## config.mk

```make
export PLATFORM = sky130hd
export DESIGN_NAME = dma_fsm
export DESIGN_NICKNAME = d
export VERILOG_FILES = /design/src/rtl/dma_utils_pkg.sv /design/src/rtl/dma_fsm_desc_sel.sv /design/src/rtl/dma_fsm.sv
export SDC_FILE = /design/constraint.sdc
export NUM_CORES = 1
export LEC_CHECK = 0
export CAP_MARGIN = 30
export CORE_AREA = 2 2 161 163
export CTS_CLUSTER_DIAMETER = 200
export CTS_CLUSTER_SIZE = 25
export DETAILED_ROUTE_END_ITERATION = 8
export DIE_AREA = 0 0 163 165
export HOLD_SLACK_MARGIN = 0.02
export PLACE_DENSITY = 0.34
export SLEW_MARGIN = 20
export SYNTH_ARGS = -nofsm -noshare
export SYNTH_HDL_FRONTEND = slang
export SYNTH_SLANG_ARGS = --single-unit
```

## constraint.sdc

```tcl
create_clock -name clk -period 5.2 [get_ports clk]
set_input_delay 1.3 -clock clk [delete_from_list [all_inputs] [get_ports clk]]
set_output_delay 1.3 -clock clk [all_outputs]
set_load 0.01 [all_outputs]
```

## src/rtl/dma_utils_pkg.sv

```systemverilog
// dma_utils_pkg: types shared by the DMA sequencer and streamers.
// Descriptor count comes from the global `DMA_NUM_DESC (default 4 when undefined).
`ifndef DMA_NUM_DESC
`define DMA_NUM_DESC 4
`endif

package dma_utils_pkg;

   localparam int unsigned DMA_NUM_DESC = `DMA_NUM_DESC;
   localparam int unsigned DMA_IDX_W    = (`DMA_NUM_DESC > 1) ? $clog2(`DMA_NUM_DESC) : 1;

   typedef logic [DMA_IDX_W-1:0] desc_idx_t;

   typedef enum logic [1:0] {
      IDLE,
      CFG,
      RUN,
      DONE
   } dma_fsm_st_t;

   typedef struct packed {
      logic [31:0] src_addr;
      logic [31:0] dst_addr;
      logic [31:0] num_bytes;
      logic        enable;
   } s_dma_desc_t;

   typedef struct packed {
      logic      valid;
      desc_idx_t idx;
   } s_dma_str_in_t;

   typedef struct packed {
      logic done;
   } s_dma_str_out_t;

endpackage

```

## src/rtl/dma_fsm_desc_sel.sv

```systemverilog
// dma_desc_sel: finds the lowest enabled, non-empty descriptor at or above a start index.
module dma_desc_sel
   import dma_utils_pkg::*;
(
   input  s_dma_desc_t [`DMA_NUM_DESC-1:0] i_desc,
   input  desc_idx_t                       i_start_idx,
   output logic                            o_found,
   output desc_idx_t                       o_idx
);

   logic      w_found;
   desc_idx_t w_idx;
   logic      w_unused_addr;

   // Single-cycle priority scan; first qualifying index wins
   always_comb begin
      w_found = 1'b0;
      w_idx   = '0;
      for (int unsigned i = 0; i < DMA_NUM_DESC; i++) begin
         if (!w_found && (i >= 32'(i_start_idx)) &&
             i_desc[i].enable && (i_desc[i].num_bytes != '0)) begin
            w_found = 1'b1;
            w_idx   = desc_idx_t'(i);
         end
      end
   end

   // Address fields belong to the streamers; sink them so they are visibly ignored here
   always_comb begin
      w_unused_addr = 1'b0;
      for (int unsigned i = 0; i < DMA_NUM_DESC; i++) begin
         w_unused_addr = w_unused_addr ^ (^{i_desc[i].src_addr, i_desc[i].dst_addr});
      end
   end

   assign o_found = w_found;
   assign o_idx   = w_idx;

endmodule

```

## src/rtl/dma_fsm.sv

```systemverilog
// dma_fsm: top-level DMA sequencer walking the descriptor array and launching
// the read/write streamers. Optional `DMA_ERR_ABORT_EN turns AXI errors into an abort.
module dma_fsm
   import dma_utils_pkg::*;
(
   input  logic                            clk,
   input  logic                            rst,
   input  logic                            dma_go_i,
   input  logic                            dma_abort_i,
   input  s_dma_desc_t [`DMA_NUM_DESC-1:0] dma_desc_i,
   input  logic                            dma_rd_err_i,
   input  logic                            dma_wr_err_i,
   output s_dma_str_in_t                   dma_stream_rd_o,
   output s_dma_str_in_t                   dma_stream_wr_o,
   input  s_dma_str_out_t                  dma_stream_rd_i,
   input  s_dma_str_out_t                  dma_stream_wr_i,
   output logic                            dma_abort_o,
   output logic                            dma_active_o,
   output logic                            dma_done_o,
   output logic                            dma_error_o,
   output logic                            dma_err_src_o,
   output desc_idx_t                       dma_err_idx_o
);

   dma_fsm_st_t r_state;
   dma_fsm_st_t w_state_nxt;
   desc_idx_t   r_idx;
   desc_idx_t   w_sel_idx;
   logic        w_sel_found;
   logic        r_rd_done;
   logic        r_wr_done;
   logic        w_rd_done;
   logic        w_wr_done;
   logic        w_launch;
   logic        w_advance;
   logic        w_err;
   logic        r_err_abort;
   logic        r_error;
   logic        r_err_src;
   desc_idx_t   r_err_idx;

   dma_desc_sel u_desc_sel (
      .i_desc      (dma_desc_i),
      .i_start_idx (r_idx),
      .o_found     (w_sel_found),
      .o_idx       (w_sel_idx)
   );

   assign w_rd_done = r_rd_done | dma_stream_rd_i.done;
   assign w_wr_done = r_wr_done | dma_stream_wr_i.done;
   assign w_err     = dma_rd_err_i | dma_wr_err_i;

   assign dma_abort_o   = dma_abort_i | r_err_abort;
   assign dma_active_o  = (r_state != IDLE);
   assign dma_done_o    = (r_state == DONE);
   assign dma_error_o   = r_error;
   assign dma_err_src_o = r_err_src;
   assign dma_err_idx_o = r_err_idx;

   // State register
   always_ff @(posedge clk or posedge rst) begin
      if (rst) r_state <= IDLE;
      else     r_state <= w_state_nxt;
   end

   // Next-state decode and single-cycle stream launch
   always_comb begin
      w_state_nxt     = r_state;
      w_launch        = 1'b0;
      w_advance       = 1'b0;
      dma_stream_rd_o = '0;
      dma_stream_wr_o = '0;
      case (r_state)
         IDLE: if (dma_go_i) w_state_nxt = CFG;
         CFG: begin
            if (w_sel_found && !dma_abort_o) begin
               w_launch              = 1'b1;
               dma_stream_rd_o.valid = 1'b1;
               dma_stream_rd_o.idx   = w_sel_idx;
               dma_stream_wr_o.valid = 1'b1;
               dma_stream_wr_o.idx   = w_sel_idx;
               w_state_nxt           = RUN;
            end else begin
               w_state_nxt = DONE;
            end
         end
         RUN: begin
            if (w_rd_done && w_wr_done) begin
               if (dma_abort_o || (r_idx == desc_idx_t'(DMA_NUM_DESC - 1))) begin
                  w_state_nxt = DONE;
               end else begin
                  w_advance   = 1'b1;
                  w_state_nxt = CFG;
               end
            end
         end
         DONE: if (!dma_go_i) w_state_nxt = IDLE;
         default: w_state_nxt = IDLE;
      endcase
   end

   // Descriptor index and per-descriptor done latches
   always_ff @(posedge clk or posedge rst) begin
      if (rst) begin
         r_idx     <= '0;
         r_rd_done <= 1'b0;
         r_wr_done <= 1'b0;
      end else begin
         if (r_state == IDLE) r_idx <= '0;
         else if (w_launch)   r_idx <= w_sel_idx;
         else if (w_advance)  r_idx <= r_idx + desc_idx_t'(1);

         if (w_launch) begin
            r_rd_done <= 1'b0;
            r_wr_done <= 1'b0;
         end else if (r_state == RUN) begin
            r_rd_done <= w_rd_done;
            r_wr_done <= w_wr_done;
         end
      end
   end

   // Sticky error flag with first-error source/index capture; read wins a tie
   always_ff @(posedge clk or posedge rst) begin
      if (rst) begin
         r_error   <= 1'b0;
         r_err_src <= 1'b0;
         r_err_idx <= '0;
      end else if (r_state == IDLE) begin
         r_error   <= 1'b0;
         r_err_src <= 1'b0;
         r_err_idx <= '0;
      end else if (w_err) begin
         r_error <= 1'b1;
         if (!r_error) begin
            r_err_src <= ~dma_rd_err_i;
            r_err_idx <= r_idx;
         end
      end
   end

`ifdef DMA_ERR_ABORT_EN
   // Error-driven abort, held until the sequencer returns to IDLE
   always_ff @(posedge clk or posedge rst) begin
      if (rst)                   r_err_abort <= 1'b0;
      else if (r_state == IDLE)  r_err_abort <= 1'b0;
      else if (w_err)            r_err_abort <= 1'b1;
   end
`else
   assign r_err_abort = 1'b0;
`endif

endmodule
```

-- Word level (Yosys, flattened, before mapping)
Cells that the tools add are included.
- output and inout port bits: 13
- bits of input ports: 396
- register bits after elaboration: 10
- magnitude comparators: 3
- reduce and logical (&&, ||, !) cells: 28
- equal/unequal tests: 8
- bitwise gates (word level): 4
- add/sub/neg operators: 1
- multiplexer cells: 35
- operators with widths (operator ; number):
    nonzero test 32 bit ; 4
    2-to-1 mux 2 bit ; 12
    2-to-1 mux 1 bit ; 20
    logical AND 1 bit ; 12
    one-hot mux 2 bit (4 select lines) ; 1
    equality test 2 bit, second input constant ; 3
    2-to-1 mux 3 bit ; 2
    inequality test 2 bit, second input constant ; 3
    nonzero test 2 bit ; 3
    greater-or-equal comparator 1 x 2 -> 1 bit, first input constant ; 2
    zero test 1 bit ; 4
    bitwise OR 1 bit ; 3
    AND reduction 3 bit ; 1
    nonzero test 3 bit ; 1
    adder 2 x 1 -> 2 bit, second input constant ; 1
    equality test 2 x 1 -> 1 bit, second input constant ; 1
    greater-or-equal comparator 2 bit, first input constant ; 1
    zero test 2 bit ; 1
    inequality test 2 x 1 -> 1 bit, second input constant ; 1
    AND reduction 2 bit ; 1
    logical OR 1 bit ; 1
    inverter 1 bit ; 1

-- Longest topological paths before layout
- depth after elaboration: 23
- gate-level depth with buffers: 6
- gate-level depth less buffers: 6

-- Hierarchy
Synthesis repeated with hierarchy kept, for this count alone.
- cells, all modules: 116
- area total of the unflattened synthesis: 938.4 µm²
- modules (own cells, without submodules) (module ; area an instance (µm²) ; cells an instance ; times used ; seq. area each (µm²)):
    dma_fsm ; 604.3 ; 64 ; 1 ; 250.2
    dma_desc_sel ; 334.1 ; 52 ; 1 ; 0.0

-- Worst setup path before layout
No wires, ideal clock.
- path type: input to output
- start point: in dma_desc_i[122] in the netlist's numbering
- end point: out dma_stream_wr_o[1] in the netlist's numbering
- arrival: 2.509 ns
- setup slack: 1.391 ns
- cell stages on the path: 6
- data required time: 3.900 ns
- cell sequence: nor4_1 nand4_1 o221ai_2 nand4_1 a21oi_1 buf_4
- RTL lines (element ; line ; text):
    start, declared ; dma_fsm.sv:10 ; input s_dma_desc_t [`DMA_NUM_DESC-1:0] dma_desc_i,
    end, declared ; dma_fsm.sv:14 ; output s_dma_str_in_t dma_stream_wr_o,

==> impl_metrics.ini <==
[outcome]
outcome = completed

[logic_synthesis]
synth.cell_area_sq_um = 888.4
ys_types = 29
syn_avg_cell_area_sq_um = 8.076
synthesis.nets = 509
ys_seq_elements = 10
syn_inst = 110
synth_top_area_frac = 0.2817
yosys.area.top_type = dfrtp_1
yosysWarnings = 0
synth_area_leaders = dfrtp_1 28%, nor4_1 23%, nand4_1 7.0%, nor2_1 5.1%, ha_1 4.2%
synth_seq_area_share = 0.2817

[clock_network]
clk_latency_ns = 0.23
cts_num_sinks = 10
holdBufCountCts = 0
cts_tree = done
clkSlewWorstSetupHoldPaths_ns = 0.04
cts_buffers = 3
htree_levels = 1
clock-root-buffer = clkbuf_16
clk_path_buf_depth = 2

[pwr]
swShare = 0.3339
pwr-share-seq = 0.223
p_per_area_nw_per_um2 = 227.0
ir_worst_vdd_v = 0.00008994
clock_power_share = 0.221
p_comb_frac = 0.555
power_switching_uw = 223.5
leakage_uw = 0.0009654
p_int_uw = 445.8

[floorplan]
die_h_um = 165
die_area_sq_um = 26900
dieWidth_um = 163
row_count = 58
start_util = 0.03548
ios = 409
coreArea_sq_um = 25040

[route]
drc = 0
ant_nets = 0
post_drt_wl_per_cell_um = 10.48
via_per_inst = 2.620
drtIter0Drc = 22
via_count = 1567
routed_wl_um = 6270
firstDrtPassIters = 4

[place]
hpwl_um = 5908
place_area_sq_um = 2823
place_ws_ns = 0.1277
io_buffers = 152
gp_congestion = 0.7028

[global_route]
grt_pass1_wl_um = 9018
antenna_found_initial = 1
grt_pass1_vias = 1782
grt.overflow.total = 0
grt_use_total = 0.04509
grt_max_degree = 11

[worst_setup_path]
cpMaxStageDelayCell = clkdlybuf4s50_1
critPathBufInv = 4
criticalPathCategory = in2out
worstRegToRegCells = 7
crit_arrival_ns = 3.67
critical_path.top_delay_family = buffers and inverters
max_stage_delay_ns = 0.54
cp_max_fo = 4
cp-end-kind = output pin
path_cells = clkdlybuf4s50_1 > nor4_2 > buf_4 > nand4_1 > o211ai_4 > nand3_1 > a21oi_1 > buf_4 > clkdlybuf4s50_1
required_ns = 3.90
path_depth = 9
crit_path_start_kind = input port

[timing]
drv_slew = 0
layout_setup_ws_ns = 0.2279
worstMarginPinSlew_ns = 0.5223
hold_violations = 0
rsz0062_at_grt = false
fin_crit_sh = 0.9562
slew_headroom = 0.6505
fin_worst_skew_ns = 0.003022
tns_ns = 0
period_needed_ns = 4.972
finalSetupViolCount = 0
max_freq_mhz = 201.1

[cells_and_area]
nets = 667
area_delta_synth_final_pct = 231.8
final_area_sq_um = 2948
drive_gt1_frac = 0.06367

[flow_run]
cap_violations = 0

[min_path]
holdCritPathClass = reg2reg
holdPathStages = 2
[Yosys cell counts]
cell / n
o21ai_0: 2
o21ai_1: 1
nor2_2: 1
ha_1: 3
nor3_1: 1
nand2_1: 1
nand3_1: 1
o211ai_2: 1
or4_4: 1
buf_4: 4
nor2b_1: 2
a31oi_1: 1
a21oi_4: 1
a221oi_1: 1
a41oi_2: 1
a221o_1: 2
nand4_1: 10
o32ai_1: 1
o221ai_2: 1
nand2b_1: 1
or3_1: 1
a211oi_1: 1
o21ai_2: 1
a21oi_1: 6
dfrtp_1: 10
a21o_1: 1
nor4_1: 32
inv_1: 9
nor2_1: 12
[per-layer routing]
layer  vias up  wire, um  track usage  share of wire
met5         -        12            0         0.0019
met4         2        85      0.01046          0.014
met3         8       549      0.01205          0.088
met2        85      3368      0.09091           0.54
met1       712      2252      0.04562           0.36
li1        760         -            -              -
[power by group through the flow]
stage	clock [uW]	sequential (uW)	combinational, uW
6_report	148	149	372
4_1_cts	151	150	368
5_1_grt	158	155	412
2_1_floorplan	0	147	152
3_5_place_dp	0	151	366
3_3_place_gp	0	149	361
[cell type report]
type / count / area, sq um
fillers: 2862 / 22090
repair buffers: 157 / 1559
multi-input cells: 87 / 600.6
well taps: 330 / 412.9
flip-flops and latches: 10 / 250.2
clock buffers: 4 / 88.84
inverters: 9 / 33.78
diodes: 1 / 2.502
[registers in the layout, summed over array words and instances (netlist names)]
| signal | count |
|---|---|
| r_wr_done | 1 |
| r_rd_done | 1 |
| dma_error_o | 1 |
| r_idx | 2 |
| r_state | 2 |
| dma_err_src_o | 1 |
| dma_err_idx_o | 2 |
[final timing paths]
kind                                  start            endpoint  slack [ns]
max                           dma_desc_i[6]  dma_stream_rd_o[0]        0.23
min                        dma_err_idx_o[0]    dma_err_idx_o[0]        0.51
max reg2reg                        r_idx[1]            r_idx[1]        3.10
min reg2reg                dma_err_idx_o[0]    dma_err_idx_o[0]        0.51
max in group asynchronous               rst           r_wr_done        3.57
min in group asynchronous               rst          r_state[1]        1.35
[cell families (layout without fill, tap and decap cells)]
| logic type | after synthesis | count (layout) | share of synthesized area |
|---|---|---|---|
| AO/OA/AOI/OAI | 21 | 21 | 0.1944 |
| adder cells (fa/ha/maj) | 3 | 3 | 0.04226 |
| buffers and inverters | 13 | 170 | 0.07183 |
| flip-flops | 10 | 10 | 0.2817 |
| other | 0 | 1 | 0 |
| AND/OR/NAND/NOR | 63 | 63 | 0.4098 |
[stage by stage]
stage               hold slack, ns  std cells    util  total power (uW)
global placement            0.4904        592  0.1127             509.7
finish                      0.5073        598  0.1177             669.3
floorplan                   0.4632        110       -             299.8
CTS                         0.5149        596  0.1163             668.6
detailed placement          0.5063        592  0.1127             516.4
global route                0.5593        597  0.1176             725.3
[timing repair]
item / in CTS / in global routing
setup endpoints to repair: 0 / 4
buffers inserted: 0 / 1
resized for setup: 0 / 3
[worst min-delay path: stages, from the launching register on]
cell	delay (ns)
dfrtp_1	0.33
a21oi_1	0.06
nor2_1	0.07
[cell usage in the layout (no fill, tap or decap), types with 2 or more instances in the layout]
master           count
nor2_1              12
clkdlybuf4s50_1    152
buf_4                5
ha_1                 3
clkbuf_16            3
o21ai_0              2
dfrtp_1             10
nor2b_1              2
a21oi_1              6
a221o_1              2
nor4_1              31
inv_1                9
nand4_1             10
Power figures use the tool's default switching activity.
